--- src/rtl/mapper_mmc1.sv ---
// MMC1 (iNES mapper 1): serial-loaded bank registers driving PRG/CHR/PRG-RAM
// addressing, chip selects and nametable mirroring.
module mapper_mmc1 #(
    parameter int PRG_ROM_DEPTH = 18,
    parameter int CHR_ROM_DEPTH = 17,
    parameter int PRG_RAM_DEPTH = 13
) (
    input  logic                     clk_cpu,
    input  logic                     rst_n,
    input  logic [14:0]              cpu_addr,
    input  logic [7:0]               cpu_data_i,
    input  logic                     cpu_rw,
    input  logic                     romsel,
    input  logic [13:0]              ppu_addr,
    input  logic                     chr_ram,
    input  logic                     prg_ram,
    input  logic [PRG_ROM_DEPTH-1:0] prg_mask,
    input  logic [CHR_ROM_DEPTH-1:0] chr_mask,
    input  logic [PRG_RAM_DEPTH-1:0] prgram_mask,
    output logic [PRG_ROM_DEPTH-1:0] prg_addr,
    output logic [CHR_ROM_DEPTH-1:0] chr_addr,
    output logic [PRG_RAM_DEPTH-1:0] prgram_addr,
    output logic                     prg_cs,
    output logic                     chr_cs,
    output logic                     prgram_cs,
    output logic                     ciram_ce,
    output logic                     ciram_a10,
    output logic                     irq,
    output logic [7:0]               mapper_reg_o
);

    // Bank index is at least 4 bits so the prg register always fits.
    localparam int IW = (PRG_ROM_DEPTH > 18) ? PRG_ROM_DEPTH - 14 : 4;
    localparam logic [4:0] SR_EMPTY = 5'b10000;

    logic       wr, wr_d;
    logic [4:0] sr, control, chr0, chr1, prg;
    logic [4:0] value;

    assign wr    = romsel && !cpu_rw;
    assign value = {cpu_data_i[0], sr[4:1]};

    always_ff @(posedge clk_cpu or negedge rst_n) begin
        if (!rst_n) begin
            wr_d    <= 1'b0;
            sr      <= SR_EMPTY;
            control <= 5'b01100;
            chr0    <= '0;
            chr1    <= '0;
            prg     <= '0;
        end else begin
            wr_d <= wr;
            if (wr) begin
                if (cpu_data_i[7]) begin
                    sr      <= SR_EMPTY;
                    control <= control | 5'b01100;
                end else if (!wr_d) begin
                    // marker reaching bit 0 means this is the fifth bit
                    if (!sr[0]) begin
                        sr <= value;
                    end else begin
                        sr <= SR_EMPTY;
                        case (cpu_addr[14:13])
                            2'd0:    control <= value;
                            2'd1:    chr0    <= value;
                            2'd2:    chr1    <= value;
                            default: prg     <= value;
                        endcase
                    end
                end
            end
        end
    end

    logic [IW-1:0]    prg_idx;
    logic [IW+13:0]   prg_full;
    logic [16:0]      chr_full;

    always_comb begin
        prg_idx = '0;
        case (control[3:2])
            2'd2:    prg_idx = cpu_addr[14] ? IW'(prg[3:0]) : '0;
            2'd3:    prg_idx = cpu_addr[14] ? '1 : IW'(prg[3:0]);
            default: prg_idx = IW'({prg[3:1], cpu_addr[14]});
        endcase
    end

    assign prg_full = {prg_idx, cpu_addr[13:0]};
    assign prg_addr = prg_mask & PRG_ROM_DEPTH'(prg_full);

    assign chr_full = control[4] ? {(ppu_addr[12] ? chr1 : chr0), ppu_addr[11:0]}
                                 : {chr0[4:1], ppu_addr[12:0]};
    assign chr_addr = chr_mask & CHR_ROM_DEPTH'(chr_full);

    always_comb begin
        ciram_a10 = 1'b0;
        case (control[1:0])
            2'd0:    ciram_a10 = 1'b0;
            2'd1:    ciram_a10 = 1'b1;
            2'd2:    ciram_a10 = ppu_addr[10];
            default: ciram_a10 = ppu_addr[11];
        endcase
    end

    assign ciram_ce     = ppu_addr[13];
    assign chr_cs       = !ppu_addr[13];
    assign prg_cs       = romsel;
    assign prgram_cs    = prg_ram && !romsel && (cpu_addr[14:13] == 2'b11) && !prg[4];
    assign prgram_addr  = prgram_mask & PRG_RAM_DEPTH'(cpu_addr[12:0]);
    assign irq          = 1'b0;
    assign mapper_reg_o = {3'b000, control};

    // CHR RAM addresses exactly like CHR ROM; data bits 6..1 carry nothing.
    logic unused_bits;
    assign unused_bits = chr_ram ^ (^cpu_data_i[6:1]);

endmodule
--- config.mk ---
export PLATFORM = sky130hd
export DESIGN_NAME = mapper_mmc1
export DESIGN_NICKNAME = d
export VERILOG_FILES = /design/src/rtl/mapper_mmc1.sv
export SDC_FILE = /design/constraint.sdc
export NUM_CORES = 1
export LEC_CHECK = 0
export ABC_AREA = 1
export BUFFER_PORTS_ARGS = -buffer_cell sky130_fd_sc_hd__buf_2
export CORE_MARGIN = 10
export CORE_UTILIZATION = 33
export DETAILED_ROUTE_END_ITERATION = 8
export GPL_TIMING_DRIVEN = 1
export MAX_ROUTING_LAYER = met4
export PLACE_DENSITY = 0.86
export SETUP_SLACK_MARGIN = 0.05
export SYNTH_ARGS = -nofsm -noshare
export SYNTH_HDL_FRONTEND = slang
export SYNTH_SLANG_ARGS = --single-unit
--- constraint.sdc ---
create_clock -name clk_cpu -period 1.1 [get_ports clk_cpu]
set_clock_uncertainty 0.1 [all_clocks]
set_input_delay 0.33 -clock clk_cpu [delete_from_list [all_inputs] [get_ports clk_cpu]]
set_output_delay 0.33 -clock clk_cpu [all_outputs]
set_load 0.01 [all_outputs]
; After elaboration in Yosys (flattened, before gate mapping)
; Cells that the tools add are included.
[totals]
regBits = 26
output_inout_bits = 62
word_cells = 53
[op_classes]
n_reduce_logical = 19
n_mux = 13
eq_ne = 8
n_bitwise = 6
[ops]
columns = op, n
row1 = 4-bit 2-to-1 mux, 6
row2 = 5-bit 2-to-1 mux, 4
row3 = 5-bit AND reduction, 4
row4 = 18-bit bitwise AND, 1
row5 = 17-bit bitwise AND, 1
row6 = 17-bit 2-to-1 mux, 1
row7 = 13-bit bitwise AND, 1
row8 = "2-bit == test, second input constant", 5
row9 = 4-bit case mux with 2 select lines, 1
row10 = "2-bit by 1-bit == test with 1-bit output, second input constant", 2
row11 = 1-bit logical AND, 4
row12 = 1-bit zero test, 4
row13 = 2-bit zero test, 2
row14 = 4-bit AND reduction, 1
row15 = 2-bit nonzero test, 2
row16 = 1-bit inverter, 3
row17 = 1-bit case mux with 3 select lines, 1
row18 = 3-bit OR reduction, 1
row19 = "2-bit inequality test, second input constant", 1
row20 = 2-bit AND reduction, 1

; Logic depth before layout (Yosys ltp)
; Gate-level depths: netlist (run 1).
[depth]
word_depth = 5
mapped_depth = 7

; Least setup slack after synthesis (run 1)
; OpenSTA, ideal clock, no wires.
[synth_path]
path_type = flip-flop to output port
from = register control[3]
to = output prg_addr[15]
required_time_ns = 0.670
arrival_ns = 0.997
path_stages_with_launch = 5
slack_ns = -0.327
cell_sequence = dfstp_2 > nand2_1 > nand3_1 > nand2_1 > a21oi_1
[synth_via]
elab_chain_cells = 3
word_cells_on_any_way = 4
cone_classes = 2 x eq/ne / 1 x mux / 1 x bitwise
[synth_lines]
columns = element, line
row1 = from (decl), 37  ; logic [4:0] sr, control, chr0, chr1, prg;
row2 = from (signal assigned), 56  ; control <= control | 5'b01100;
row3 = from (signal assigned), 64  ; 2'd0: control <= value;
row4 = 2-bit == test, 81  ; case (control[3:2])
row5 = 4-bit case mux with 2 select lines (*), 81
row6 = 18-bit bitwise AND (*), 89  ; assign prg_addr = prg_mask & PRG_ROM_DEPTH'(prg_full);
row7 = to (decl), 20  ; output logic [PRG_ROM_DEPTH-1:0] prg_addr,
; Every way passes the cells marked *; elsewhere a longest branch is shown, timed or not.

; Worst setup path after layout (run 1)
[layout_path]
from = register control[3]
to = output prg_addr[14]
; Same word-level chain as after synthesis.

==> run metrics, run 1 <==
Synth Cell Area=~1600 um^2; failing checks=negative setup slack; pin count of the biggest net entering global routing=17; CP Capture Type=output port; die height=between 90 and 100 um; commonest non-fill, non-tap cell in the layout=buf_6; layout cells sized above 1=77.7%; Synth Register Bits=26; peak supply drop=around 0.77 mV; Pre-Repair DR Iteration Count=5; starting density of the core=around a third; Critical Path Source Type=flop; Synth Warn #=0; total congestion overflow=0; unrepaired setup endpoints after global routing=true; Routed Antenna Nets=0; vias in the first global route=about 2600; number of antenna violations at the first check in global routing=0; DP Cell Count=approximately 500; Hold Crit Class=in -> reg; final non-filler cell total=~500; per-cell routed wire length=roughly 26 um; vias per cell=approximately 5.6; die area=8190 um^2; # port buffers=roughly 140; most frequent cells in the layout=buf_6, inv_2, nand2_1; Max Freq=~550 MHz; max cap viols=0; first-pass GRT wire length=~14000 um; H-tree depth=1; post-synthesis sequential area ratio=between 30% and 40%; gp weighted congestion=0.879; CTS clk-pin slew, worst paths=about 100 ps; CTS max path bufs=2; endpoints failing setup=42; post-route setup slack=-717 ps; latest clock arrival within the worst-skew pair=roughly 280 ps; Pwr Density=between 700 and 800 nW/um^2; Hold Startpoint=cpu_data_i[0]; Worst Path Arrival=~1400 ps; hold endpoint=prg[4]; die width=roughly 90 um; HPWL Detailed=between 5000 and 6000 um; Antenna diodes=0; worst hold slack=between 200 and 300 ps; fillers=around 160; I/O pins=~150; Initial DRC Count=between 300 and 400; Netlist cell types=19; core area=4750 um^2; Reg2Reg Capture Point=control[4]; Max FO, Critical Path=6; nets=about 530; placed cell areas=approximately 2800 um^2; Synth Instances=between 200 and 300; cells on worst reg2reg path=7; CP Data Required Time=approximately 670 ps; total wire length=approximately 13000 um; TritonCTS clock tree=yes; Root Driver=clkbuf_8; fin crit period=1820 ps; Finished Cell Area=approximately 4200 um^2; drt drc=0; Std-Cell Rows=25; Layout area overhead=159%; area leader, netlist=dfrtp_1; setup_tns=-12270 ps; final slew viol count=0; R2R Path Start=sr[0]; Reg2Reg Setup Slack=-260 ps; Leakage=around 2.4 nW; main area contributors after synthesis=dfrtp_1, nand2_1, inv_1, nand3_1, dfstp_2; Sink Count=26; Fin. Hold Viols=0; area share of the largest cell type after synthesis=35.1%; Mean Syn Cell Area=approximately 6.3 um^2; hold path depth=3; Setup CP Type=reg -> out; fin crit share=165%; routed vias=roughly 2800; Tot GR Track Use=between 20 and 25%; CTS Buf Count=3; run status=complete, but fails checks
worst max-delay path, cell delays in order (launching register included):
cell and delay (ps):
dfstp_2 610, nand2_2 100, a21oi_1 220, buf_2 170
report_power, final:
part	total, mW	leakage, nW	internal, mW	switching, mW
registers	1.12	0.349	1.02	0.0977
clock network	0.820	0.0357	0.488	0.332
logic	1.37	1.97	0.715	0.658
cell families after synthesis:
logic type / after synthesis / synth area share [%]
simple gates: 149 / 37.5
flops: 26 / 39.9
buf+inv: 63 / 16.1
compound gates: 20 / 6.26
other cells: 1 / 0.229
how the worst max path moves through the flow:
stage	from	end	slack, ps	cells past startpoint
3_3_place_gp	control[3]	prg_addr[16]	-320	5
2_1_floorplan	control[3]	prg_addr[15]	-260	4
5_1_grt	control[3]	prg_addr[17]	-790	5
6_report	control[3]	prg_addr[14]	-720	3
3_5_place_dp	control[3]	prg_addr[17]	-360	5
4_1_cts	control[3]	prg_addr[17]	-660	5
routing by layer:
layer,part of all wire (%),vias up,track usage [%]
met5,0,-,-
met4,4.5,0,5.57
met3,10,65,4.49
met2,51,275,42.7
met1,35,1349,22.1
li1,-,1128,-
registers in the layout (all words and copies together) (netlist names):
| name | count |
|---|---|
| wr_d | 1 |
| chr0 | 5 |
| control | 5 |
| prg | 5 |
| chr1 | 5 |
| sr | 5 |
stage by stage:
stage                     power (mW)  setup slack [ps]  util (%)
after CTS                       2.86              -662      75.6
after global placement          1.78              -316      58.2
final                           3.31              -717      89.3
after detailed placement        1.81              -360      58.2
after floorplan                 1.40              -259         -
after global routing            3.41              -785      89.3
cells in the mapped netlist, drive strengths merged:
cell,number
nand2,98
inv,54
nand3,30
dfrtp,23
nor2,20
o21ai,12
buf,8
a21oi,7
dfstp,3
clkinv,1
conb,1
nor4,1
o21bai,1
repair_timing:
action	4_1_cts	5_1_grt
setup buffers	5	6
hold buffers	1	0
gates cloned	1	0
resized for setup	165	152
endpoints found under the hold margin	7	0
pin swaps	56	44
setup endpoints to repair	81	81
cell type report:
class                      instances  area, um^2  area share, %
clock inverter                     1        30.0          0.707
clock buffer                       3        41.3          0.973
tap                               67        83.8           1.97
sequential                        26         654           15.4
multi-input combinational        174        1360           31.9
inverter                          55         214           5.04
timing repair buffer             180        1870           43.9
(Power assumes the default switching activity.)
==> run 2: changes to the inputs <==
--- a/config.mk
+++ b/config.mk
@@ -13,6 +13,7 @@
 export GPL_TIMING_DRIVEN = 1
 export MAX_ROUTING_LAYER = met4
 export PLACE_DENSITY = 0.86
+export RECOVER_POWER = 100
 export SETUP_SLACK_MARGIN = 0.05
 export SYNTH_ARGS = -nofsm -noshare
 export SYNTH_HDL_FRONTEND = slang
==> run 2 against run 1 <==
  * Critical path type unchanged
  * Utilization decreased by 4.1 points
  * The run still ends with negative setup slack left
  * Combinational power decreased by 6%
  * Highest routed layer unchanged
  * Die area unchanged
  * Sequential power hardly changed
  * Clock-buffer cell count stayed put
  * First-iteration DRC count shrank 3.0%
==> run metrics, run 2 (synthesized netlist as in run 1, its figures left out) <==
run status=complete, but fails checks (unchanged); failing checks=negative setup slack (unchanged); Worst Path Arrival=1380 ps (was 1390 ps); CP Capture Type=output port (unchanged); core area=4750 um^2 (unchanged); commonest non-fill, non-tap cell in the layout=buf_6 (unchanged); latest clock arrival within the worst-skew pair=280 ps (about the same); critical path, cell by cell=nand2_2 -> nand3_4 -> nand2_1 -> a21oi_2 -> buf_2 (was nand2_2 -> a21oi_1 -> buf_2); delay of the slowest critical-path stage=600 ps (was 610 ps); starting density of the core=34.5% (unchanged); I/O pins=153 (unchanged); Final Util=85.2% (was 89.3%); Layout area overhead=147% (was 159%); Finished Cell Area=4050 um^2 (was 4250 um^2); Sink Count=26 (unchanged); unrepaired setup endpoints after global routing=true (unchanged); Clock power frac=25.4% (was 24.7%); Leakage=2.28 nW (was 2.36 nW); CTS clk-pin slew, worst paths=110 ps (was 100 ps); crit path max-delay cell type=dfstp_2 (unchanged); Critical Path Source Type=flop (unchanged); post-route setup slack=-713 ps (was -717 ps); Reg2Reg Setup Slack=-240 ps (was -260 ps); vias in the first global route=2576 (unchanged); P_int=2.17 mW (was 2.22 mW); total wire length=13400 um (was 13300 um); most frequent cells in the layout=buf_6, nand2_1, inv_2 (was buf_6, inv_2, nand2_1); Pre-Repair DR Iteration Count=5 (unchanged); Max Freq=551 MHz (was 550 MHz); layout cells sized above 1=73.6% (was 77.7%); fin crit period=1810 ps (was 1820 ps); endpoints failing setup=50 (was 42); number of antenna violations at the first check in global routing=0 (unchanged); switching power=1.07 mW (was 1.09 mW); peak supply drop=0.768 mV (about the same); total congestion overflow=0 (unchanged); # port buffers=141 (unchanged); first-pass GRT wire length=14400 um (unchanged); die area=8190 um^2 (unchanged); nets=531 (unchanged); die height=90.5 um (unchanged); Fin. Hold Viols=0 (unchanged); Tot GR Track Use=22.2% (unchanged); per-cell routed wire length=26.5 um (was 26.2 um); Pwr Density=799 nW/um^2 (was 780 nW/um^2); fillers=219 (was 163); Antenna diodes=0 (unchanged); Flop pwr share=34.6% (was 33.8%); Std-Cell Rows=25 (unchanged); CTS max path bufs=2 (unchanged); vias per cell=5.61 (was 5.57); pin count of the biggest net entering global routing=17 (unchanged); Hold Crit Class=in -> reg (unchanged); CP Buf/Inv Count=1 (unchanged); Comb power frac=40.0% (was 41.4%); die width=90.5 um (unchanged); setup_tns=-12580 ps (was -12270 ps); CTS Buf Count=3 (unchanged); max cap viols=0 (unchanged); gp weighted congestion=0.879 (unchanged); Initial DRC Count=321 (was 331); Max FO, Critical Path=6 (unchanged); placed cell areas=2770 um^2 (unchanged); Root Driver=clkbuf_8 (unchanged); H-tree depth=1 (unchanged); TritonCTS clock tree=yes (unchanged); Routed Antenna Nets=0 (unchanged); drt drc=0 (unchanged); CP top delay family=flip-flops (unchanged); final slew viol count=0 (unchanged); HPWL Detailed=5920 um (unchanged); CP Data Required Time=670 ps (about the same); routed vias=2841 (was 2817); fin crit share=165% (about the same); worst hold slack=272 ps (was 274 ps); total power draw=3.24 mW (was 3.31 mW); switching part of the total=33.0% (was 32.8%); Setup CP Type=reg -> out (unchanged)
-- run 2: cell types whose count changed in the layout (fill, tap and decap cells not counted), moves of 4 or more --
cell	delta
buf_6	-16
nand2_4	-10
clkbuf_2	+17
inv_1	+4
inv_2	-4
nand2_1	+12
-- run 2: per-layer routing --
metal	vias up	global-route usage [%]	share of wire, %
li1	1128	-	-
met1	1347	22.1	35
met2	297	42.7	50
met3	69	4.49	10
met4	0	5.57	4.7
met5	-	-	0
-- run 2: per-stage QoR --
| step | instances | setup WS [ps] |
|---|---|---|
| 2_1_floorplan | 262 | -259 |
| 3_3_place_gp | 491 | -316 |
| 3_5_place_dp | 491 | -360 |
| 4_1_cts | 502 | -662 |
| 5_1_grt | 506 | -785 |
| 6_report | 506 | -713 |
-- run 2: worst min-delay path: stages --
cell     delay, ps
buf_2          170
nand3_2         80
nand2_1         50
-- run 2: path summary, 6_finish.rpt --
kind	endpoint	start	cells past startpoint
max	prg_addr[17]	control[3]	5
min	prg[4]	cpu_data_i[0]	3
max reg2reg	control[4]	sr[0]	7
min reg2reg	prg[1]	prg[1]	2
max in group asynchronous	control[4]	rst_n	3
min in group asynchronous	prg[0]	rst_n	2
-- run 2: area by class of cell --
type | count | area [um^2] | share of cell area, %
Sequential cell | 26 | 654 | 16.2
Inverter | 55 | 214 | 5.28
Timing Repair Buffer | 180 | 1750 | 43.2
Clock inverter | 1 | 30.0 | 0.741
Tap cell | 67 | 83.8 | 2.07
Multi-Input combinational cell | 174 | 1280 | 31.5
Clock buffer | 3 | 41.3 | 1.02
-- run 2: power groups by stage --
stage / clock (mW) / combinational (mW) / sequential (mW)
finish: 0.823 / 1.29 / 1.12
global route: 0.860 / 1.35 / 1.12
CTS: 0.796 / 0.965 / 1.10
detailed placement: 0 / 0.702 / 1.11
global placement: 0 / 0.677 / 1.11
floorplan: 0 / 0.287 / 1.11
-- run 2: what timing repair did --
item	in CTS	in global routing
setup buffers	5	6
hold buffers	1	0
hold endpoints to repair	7	0
pin swaps	56	44
cloned	1	0
resized for setup	165	152
setup endpoints to repair	81	81
